<file path="src/rtl/instr_prefetch.sv">
// Instruction fetch front end: sequential req/ack fetch into a PC-tagged
// prefetch FIFO, with flush-and-restart on redirect.
module instr_prefetch #(
  parameter int unsigned DEPTH    = 4,
  parameter logic [31:0] RESET_PC = 32'h0000_0000
) (
  input  logic        clk,
  input  logic        reset,
  output logic        imem_req,
  output logic [31:0] imem_addr,
  input  logic        imem_ack,
  input  logic [31:0] imem_rdata,
  input  logic        redirect,
  input  logic [31:0] redirect_pc,
  output logic [31:0] instr,
  output logic [31:0] instr_pc,
  output logic        instr_valid,
  input  logic        instr_ready
);

  localparam int unsigned PW = (DEPTH > 1) ? $clog2(DEPTH) : 1;
  localparam int unsigned CW = PW + 1;

  typedef enum logic {S_BUBBLE = 1'b0, S_RUN = 1'b1} state_e;

  state_e         state_q, state_d;
  logic [31:0]    fetch_pc_q, fetch_pc_d;
  logic [CW-1:0]  count_q, count_d;
  logic [PW-1:0]  rd_ptr_q, rd_ptr_d;
  logic [PW-1:0]  wr_ptr_q, wr_ptr_d;
  logic [31:0]    data_q [DEPTH];
  logic [31:0]    pc_q   [DEPTH];
  logic [31:0]    hold_instr_q, hold_pc_q;
  logic           push, pop, wr_en;

  assign imem_req    = (state_q == S_RUN) && (count_q < CW'(DEPTH));
  assign imem_addr   = fetch_pc_q;
  assign instr_valid = (count_q != '0);
  assign push        = imem_req && imem_ack;
  assign pop         = instr_valid && instr_ready;
  assign wr_en       = push && !redirect;

  // Empty FIFO shows the last head seen rather than stale slot contents.
  assign instr    = instr_valid ? data_q[rd_ptr_q] : hold_instr_q;
  assign instr_pc = instr_valid ? pc_q[rd_ptr_q]   : hold_pc_q;

  // Next-state: redirect overrides any beat or pop in the same cycle.
  always_comb begin
    state_d    = state_q;
    fetch_pc_d = fetch_pc_q;
    count_d    = count_q;
    rd_ptr_d   = rd_ptr_q;
    wr_ptr_d   = wr_ptr_q;
    case (state_q)
      S_BUBBLE: state_d = S_RUN;
      S_RUN:    state_d = S_RUN;
      default:  state_d = S_BUBBLE;
    endcase
    if (redirect) begin
      state_d    = S_BUBBLE;
      fetch_pc_d = {redirect_pc[31:2], 2'b00};
      count_d    = '0;
      rd_ptr_d   = '0;
      wr_ptr_d   = '0;
    end else begin
      if (push) begin
        wr_ptr_d   = wr_ptr_q + PW'(1);
        fetch_pc_d = fetch_pc_q + 32'd4;
      end
      if (pop) begin
        rd_ptr_d = rd_ptr_q + PW'(1);
      end
      if (push && !pop) begin
        count_d = count_q + CW'(1);
      end else if (pop && !push) begin
        count_d = count_q - CW'(1);
      end
    end
  end

  always_ff @(posedge clk or negedge reset) begin
    if (!reset) begin
      state_q    <= S_BUBBLE;
      fetch_pc_q <= RESET_PC;
      count_q    <= '0;
      rd_ptr_q   <= '0;
      wr_ptr_q   <= '0;
    end else begin
      state_q    <= state_d;
      fetch_pc_q <= fetch_pc_d;
      count_q    <= count_d;
      rd_ptr_q   <= rd_ptr_d;
      wr_ptr_q   <= wr_ptr_d;
    end
  end

  // FIFO storage and head-hold registers, all cleared on reset.
  always_ff @(posedge clk or negedge reset) begin
    if (!reset) begin
      for (int i = 0; i < int'(DEPTH); i++) begin
        data_q[i] <= '0;
        pc_q[i]   <= '0;
      end
      hold_instr_q <= '0;
      hold_pc_q    <= '0;
    end else begin
      if (wr_en) begin
        data_q[wr_ptr_q] <= imem_rdata;
        pc_q[wr_ptr_q]   <= fetch_pc_q;
      end
      if (instr_valid) begin
        hold_instr_q <= data_q[rd_ptr_q];
        hold_pc_q    <= pc_q[rd_ptr_q];
      end
    end
  end

endmodule

</file>
<file path="config.mk">
export PLATFORM = sky130hd
export DESIGN_NAME = instr_prefetch
export DESIGN_NICKNAME = d
export VERILOG_FILES = /design/src/rtl/instr_prefetch.sv
export SDC_FILE = /design/constraint.sdc
export NUM_CORES = 1
export LEC_CHECK = 0
export BUFFER_PORTS_ARGS = -buffer_cell sky130_fd_sc_hd__buf_2
export CAP_MARGIN = 20
export CORE_MARGIN = 1
export CORE_UTILIZATION = 36
export CTS_BUF_LIST = sky130_fd_sc_hd__clkbuf_4 sky130_fd_sc_hd__clkbuf_8 sky130_fd_sc_hd__clkbuf_16
export CTS_CLUSTER_DIAMETER = 200
export CTS_CLUSTER_SIZE = 16
export DETAILED_ROUTE_END_ITERATION = 8
export PLACE_DENSITY = 0.59
export SYNTH_ARGS = -nofsm -noshare
export SYNTH_HDL_FRONTEND = slang
export SYNTH_SLANG_ARGS = --single-unit
</file>
<file path="constraint.sdc">
create_clock -name clk -period 3.05 [get_ports clk]
set_clock_uncertainty 0.2 [all_clocks]
set_input_delay 0.61 -clock clk [delete_from_list [all_inputs] [get_ports clk]]
set_output_delay 0.61 -clock clk [all_outputs]
set_load 0.02 [all_outputs]
</file>
## Word level (Yosys, flattened, before mapping)

Index checks and enable logic that the tools add are counted.

- Register bits after elaboration: 360
- Bits of input ports: 69
- Logic and storage cells: 62

- $add $sub $neg: 5
- Order comparisons: 4
- Muxes and demuxes: 22
- Bitwise operators: 2
- Reductions and logical operators: 14

Operators with widths:

| operator | number |
|---|---|
| 32-bit two-way mux | 9 |
| 128-bit bitwise mux | 2 |
| 32-bit binary-select mux with 2-bit select | 2 |
| 32-bit demux with 2-bit select | 1 |
| 32-bit by 3-bit adder with 32-bit output (second input constant) | 1 |
| 3-bit two-way mux | 3 |
| 2-bit two-way mux | 4 |
| 1-bit logical AND | 7 |
| 3-bit >= comparator (second input constant) | 2 |
| 2-bit inverter with 3-bit output | 2 |
| 3-bit nonzero test | 2 |
| 2-bit by 1-bit adder with 2-bit output (second input constant) | 2 |
| 2-bit nonzero test | 2 |
| 3-bit by 1-bit adder with 3-bit output (second input constant) | 1 |
| 1-bit logical NOT | 3 |
| 3-bit by 1-bit less-than comparator with 1-bit output (second input constant) | 1 |
| 3-bit less-than comparator (second input constant) | 1 |
| 3-bit by 1-bit subtractor with 3-bit output (second input constant) | 1 |
| 1-bit two-way mux | 1 |

## Logic depth before layout (Yosys ltp)

- Word-level depth: 8
- Mapped depth: 8
- Mapped depth without buffers: 7

## Least setup slack after synthesis

OpenSTA, ideal clock, no wires.

- Path type: register to output
- Start point: register rd_ptr_q[0]
- End point: output instr[22]
- Arrival time: 1.743 ns
- Data required time: 2.240 ns
- Slack: 0.497 ns
- Stages on the path, launching flop included: 6
- Path buffers: 2
- Cells stage by stage: dfrtp_1 > clkbuf_1 > buf_2 > mux4_2 > nand2_1 > nand2_1

- Cells in the longest elaborated chain, start to end: 5

RTL lines:

| what | RTL line | text |
|---|---|---|
| start, declared | 29 | `logic [PW-1:0] rd_ptr_q, rd_ptr_d;` |
| start signal, assigned | 92 | `rd_ptr_q <= rd_ptr_d;` |
| 2-bit inverter with 3-bit output (implied by the code) | 44 | `assign instr = instr_valid ? data_q[rd_ptr_q] : hold_instr_q;` |
| 32-bit binary-select mux with 2-bit select | 44 |  |
| 32-bit two-way mux (implied by the code) (2 in a row) | 44 |  |
| 32-bit two-way mux | 44 |  |
| end, declared | 15 | `output logic [31:0] instr,` |

No other way between the ends. The select of a mux whose other input is x is not followed.

## Final worst setup path

- Start point: register rd_ptr_q[0]
- End point: output instr[9]

The elaborated chain is that of the path after synthesis.

==> flow_summary.json <==
{
  "status": "complete, no violations",
  "critPathCaptureType": "output pin",
  "grtUsageMet3_pct": 2.15,
  "worstMarginPinSlew_ns": 0.838,
  "synth_cells": 1135,
  "cts_tree": "yes",
  "wl_per_cell_um": 20.2,
  "ctsRootBufferMaster": "clkbuf_16",
  "finalNonFillerCells": 1834,
  "start_util_pct": 36.9,
  "fp.coreArea_um2": 41300,
  "cts_num_sinks": 350,
  "place_ws_ns": 0.339,
  "vias": 9564,
  "first_pass_iters": 4,
  "critPathBufInv": 3,
  "gr-usage-met1_pct": 25.0,
  "routabilityCongestion": 0.745,
  "cts-htree-levels": 1,
  "dp_cells": 1794,
  "die_w_um": 208,
  "antenna_found_initial": 1,
  "crit_path_top_delay_cell": "mux4_2",
  "cp_top_family": "multiplexers",
  "rrSetupSlack_ns": 0.37,
  "path_class": "flop to output pin",
  "p_leak_nw": 8.52,
  "vdd_ir_drop_max_mv": 0.454,
  "hp-class": "input port to flop",
  "syn_to_final_growth_pct": 17.5,
  "dp_hpwl_um": 23100,
  "drive_gt1_share_pct": 44.5,
  "synth_warnings": 0,
  "die_area_um2": 43100,
  "io_pins": 167,
  "crit_path_frequent_cell": "nand2_1",
  "clockBufferDepth": 3,
  "rsz0062_at_grt": "true",
  "die_y_um": 208,
  "synth_cell_types": 42,
  "worstPathArrival_ns": 2.18,
  "via_per_inst": 5.21,
  "avgSynthCellArea_um2": 13.4,
  "setup_viol": 0,
  "setup_ws_ns": 0.0626,
  "period_share_pct": 97.9,
  "wl_um": 37000,
  "fill_cells": 3826,
  "grt_util_met2_pct": 28.4,
  "ys_seq_area_share_pct": 57.5,
  "grt_usage_pct": 17.3,
  "synthesis.area_um2": 15200,
  "busiest_layer": "met2",
  "synth_edf_count": 0,
  "grt_max_degree": 70,
  "crit_chain": "buf_12, clkbuf_16, mux4_2, nand2_1, nand2_1, buf_2",
  "placementRows": 74,
  "drtAntennaViolNets": 0,
  "insertion_delay_ns": 0.54,
  "drc_errors": 0,
  "regArea_um2": 8770,
  "io_buffers": 162,
  "cts_buffers": 25,
  "max-slew-margin-rel_pct": 43.6,
  "clk_pin_slew_ns": 0.08,
  "setup.worst_path.start_class": "flop",
  "cpPeakStageDelay_ns": 0.50,
  "max_freq_mhz": 335,
  "grt_pass1_vias": 10100,
  "async_flop_share_pct": 100,
  "drv_slew": 0,
  "overflow": 0,
  "hold_slack_ns": 0.0737,
  "required_ns": 2.24,
  "grt_pass1_wl_um": 59100,
  "antenna_cells": 0,
  "timing.final.hold_violations": 0,
  "drt_iter0_markers": 447,
  "cp_max_fo": 6,
  "fin_crit_ns": 2.99,
  "multiInputGateArea_um2": 6180,
  "ys_ff_latch": 350,
  "powerDensity_nw_per_um2": 966,
  "synthFlopType": "dfrtp_1",
  "maxCapViolations": 0,
  "final_nets": 1376
}
## logic make-up after synthesis
family / synth area share, %
buffers and inverters: 2.44
flip-flops: 57.5
AND/OR/NAND/NOR: 8.82
other: 0.0246
adder cells (fa/ha/maj): 0.542
AO/OA/AOI/OAI: 2.15
XOR/XNOR: 0.863
multiplexers: 27.6
## tightest hold or removal path: stages
cell     delay, ns
buf_2         0.07
nand2_1       0.04
nand3_1       0.05
## registers in the layout, indices dropped and copies added (netlist names)
| register | cells |
|---|---|
| data_q | 128 |
| pc_q | 120 |
| hold_instr_q | 32 |
| hold_pc_q | 32 |
| imem_addr | 30 |
| count_q | 3 |
| rd_ptr_q | 2 |
| wr_ptr_q | 2 |
| state_q | 1 |
## per-layer routing
metal,wire length (µm),vias to the layer above
met5,13,-
met2,17600,181
met4,485,2
li1,-,4340
met1,17500,5007
met3,1360,34
## metrics by stage
step                cell area, µm²  setup TNS, ns  util [%]  power, mW
floorplan                    15200              0         -       11.4
global placement             17000              0      41.1       13.8
detailed placement           17000              0      41.1       13.9
CTS                          17700         -0.425      42.8       17.2
global route                 17900         -0.271      43.3       18.4
finish                       17900              0      43.3       17.3
## power breakdown
part / total (mW) / switching [mW] / internal (mW)
clock network: 3.07 / 1.57 / 1.50
registers: 6.80 / 0.700 / 6.10
logic: 7.42 / 4.05 / 3.37
total: 17.3 / 6.32 / 11.0
## synth_stat cells (3+ instances only)
cell	n	area, µm²
ha_1	5	62.6
nand4_1	5	31.3
clkbuf_1	57	214
mux2_2	248	2790
nand3_1	17	85.1
a31oi_1	11	68.8
or4_1	18	135
nor2b_1	3	18.8
and2_1	3	18.8
nor4_1	6	37.5
nand2_1	215	807
nor2_1	21	78.8
o31ai_1	11	82.6
xor2_1	4	35.0
nor3_1	5	25.0
o21ai_0	16	80.1
buf_1	3	11.3
a21oi_1	5	25.0
or3_1	4	25.0
buf_2	14	70.1
mux4_2	62	1400
o211ai_1	4	30.0
inv_1	15	56.3
dfrtp_1	350	8760
xnor2_1	11	96.3
## area by class of cell
| cell class | count | share of cell area (%) |
|---|---|---|
| Tap cell | 532 | 3.72 |
| Clock buffer | 28 | 3.66 |
| Sequential cell | 350 | 49.0 |
| Multi-Input combinational cell | 694 | 34.5 |
| Timing Repair Buffer | 215 | 8.81 |
| Inverter | 15 | 0.315 |
## layout by cell type, fill, tap and decap left out, types with 3 or more instances in the layout
cell type,n
dfrtp_1,348
mux2_2,248
nand2_1,196
buf_2,151
mux4_2,62
buf_4,31
clkbuf_16,28
nor2_1,21
or4_1,18
buf_12,18
nand3_1,17
o21ai_0,16
nand2_2,15
inv_1,14
o31ai_1,11
xnor2_1,11
a31oi_1,11
buf_6,9
nor4_1,6
a21oi_1,5
nand4_1,5
ha_1,5
nand2_4,4
xor2_1,4
or3_1,4
nor3_1,4
o211ai_1,4
and2_1,3
nor2b_1,3
## worst paths after layout
kind	start	endpoint	cells past startpoint
setup / recovery	rd_ptr_q[0]	instr[9]	6
hold / removal	redirect_pc[13]	imem_addr[13]	3
setup reg to reg	imem_addr[5]	imem_addr[27]	4
hold reg to reg	hold_instr_q[6]	hold_instr_q[6]	2
max in group asynchronous	reset	hold_pc_q[8]	4
min in group asynchronous	reset	hold_instr_q[17]	2
## repair_timing
| action | CTS | global route |
|---|---|---|
| setup buffers | 5 | 3 |
| gates cloned | 0 | 4 |
| pin swaps | 1 | 0 |
| endpoints found under the setup margin | 65 | 50 |
| resized for setup | 7 | 32 |
| hold buffers | 1 | 0 |
| hold endpoints to repair | 53 | 0 |
(Power assumes the default switching activity.)
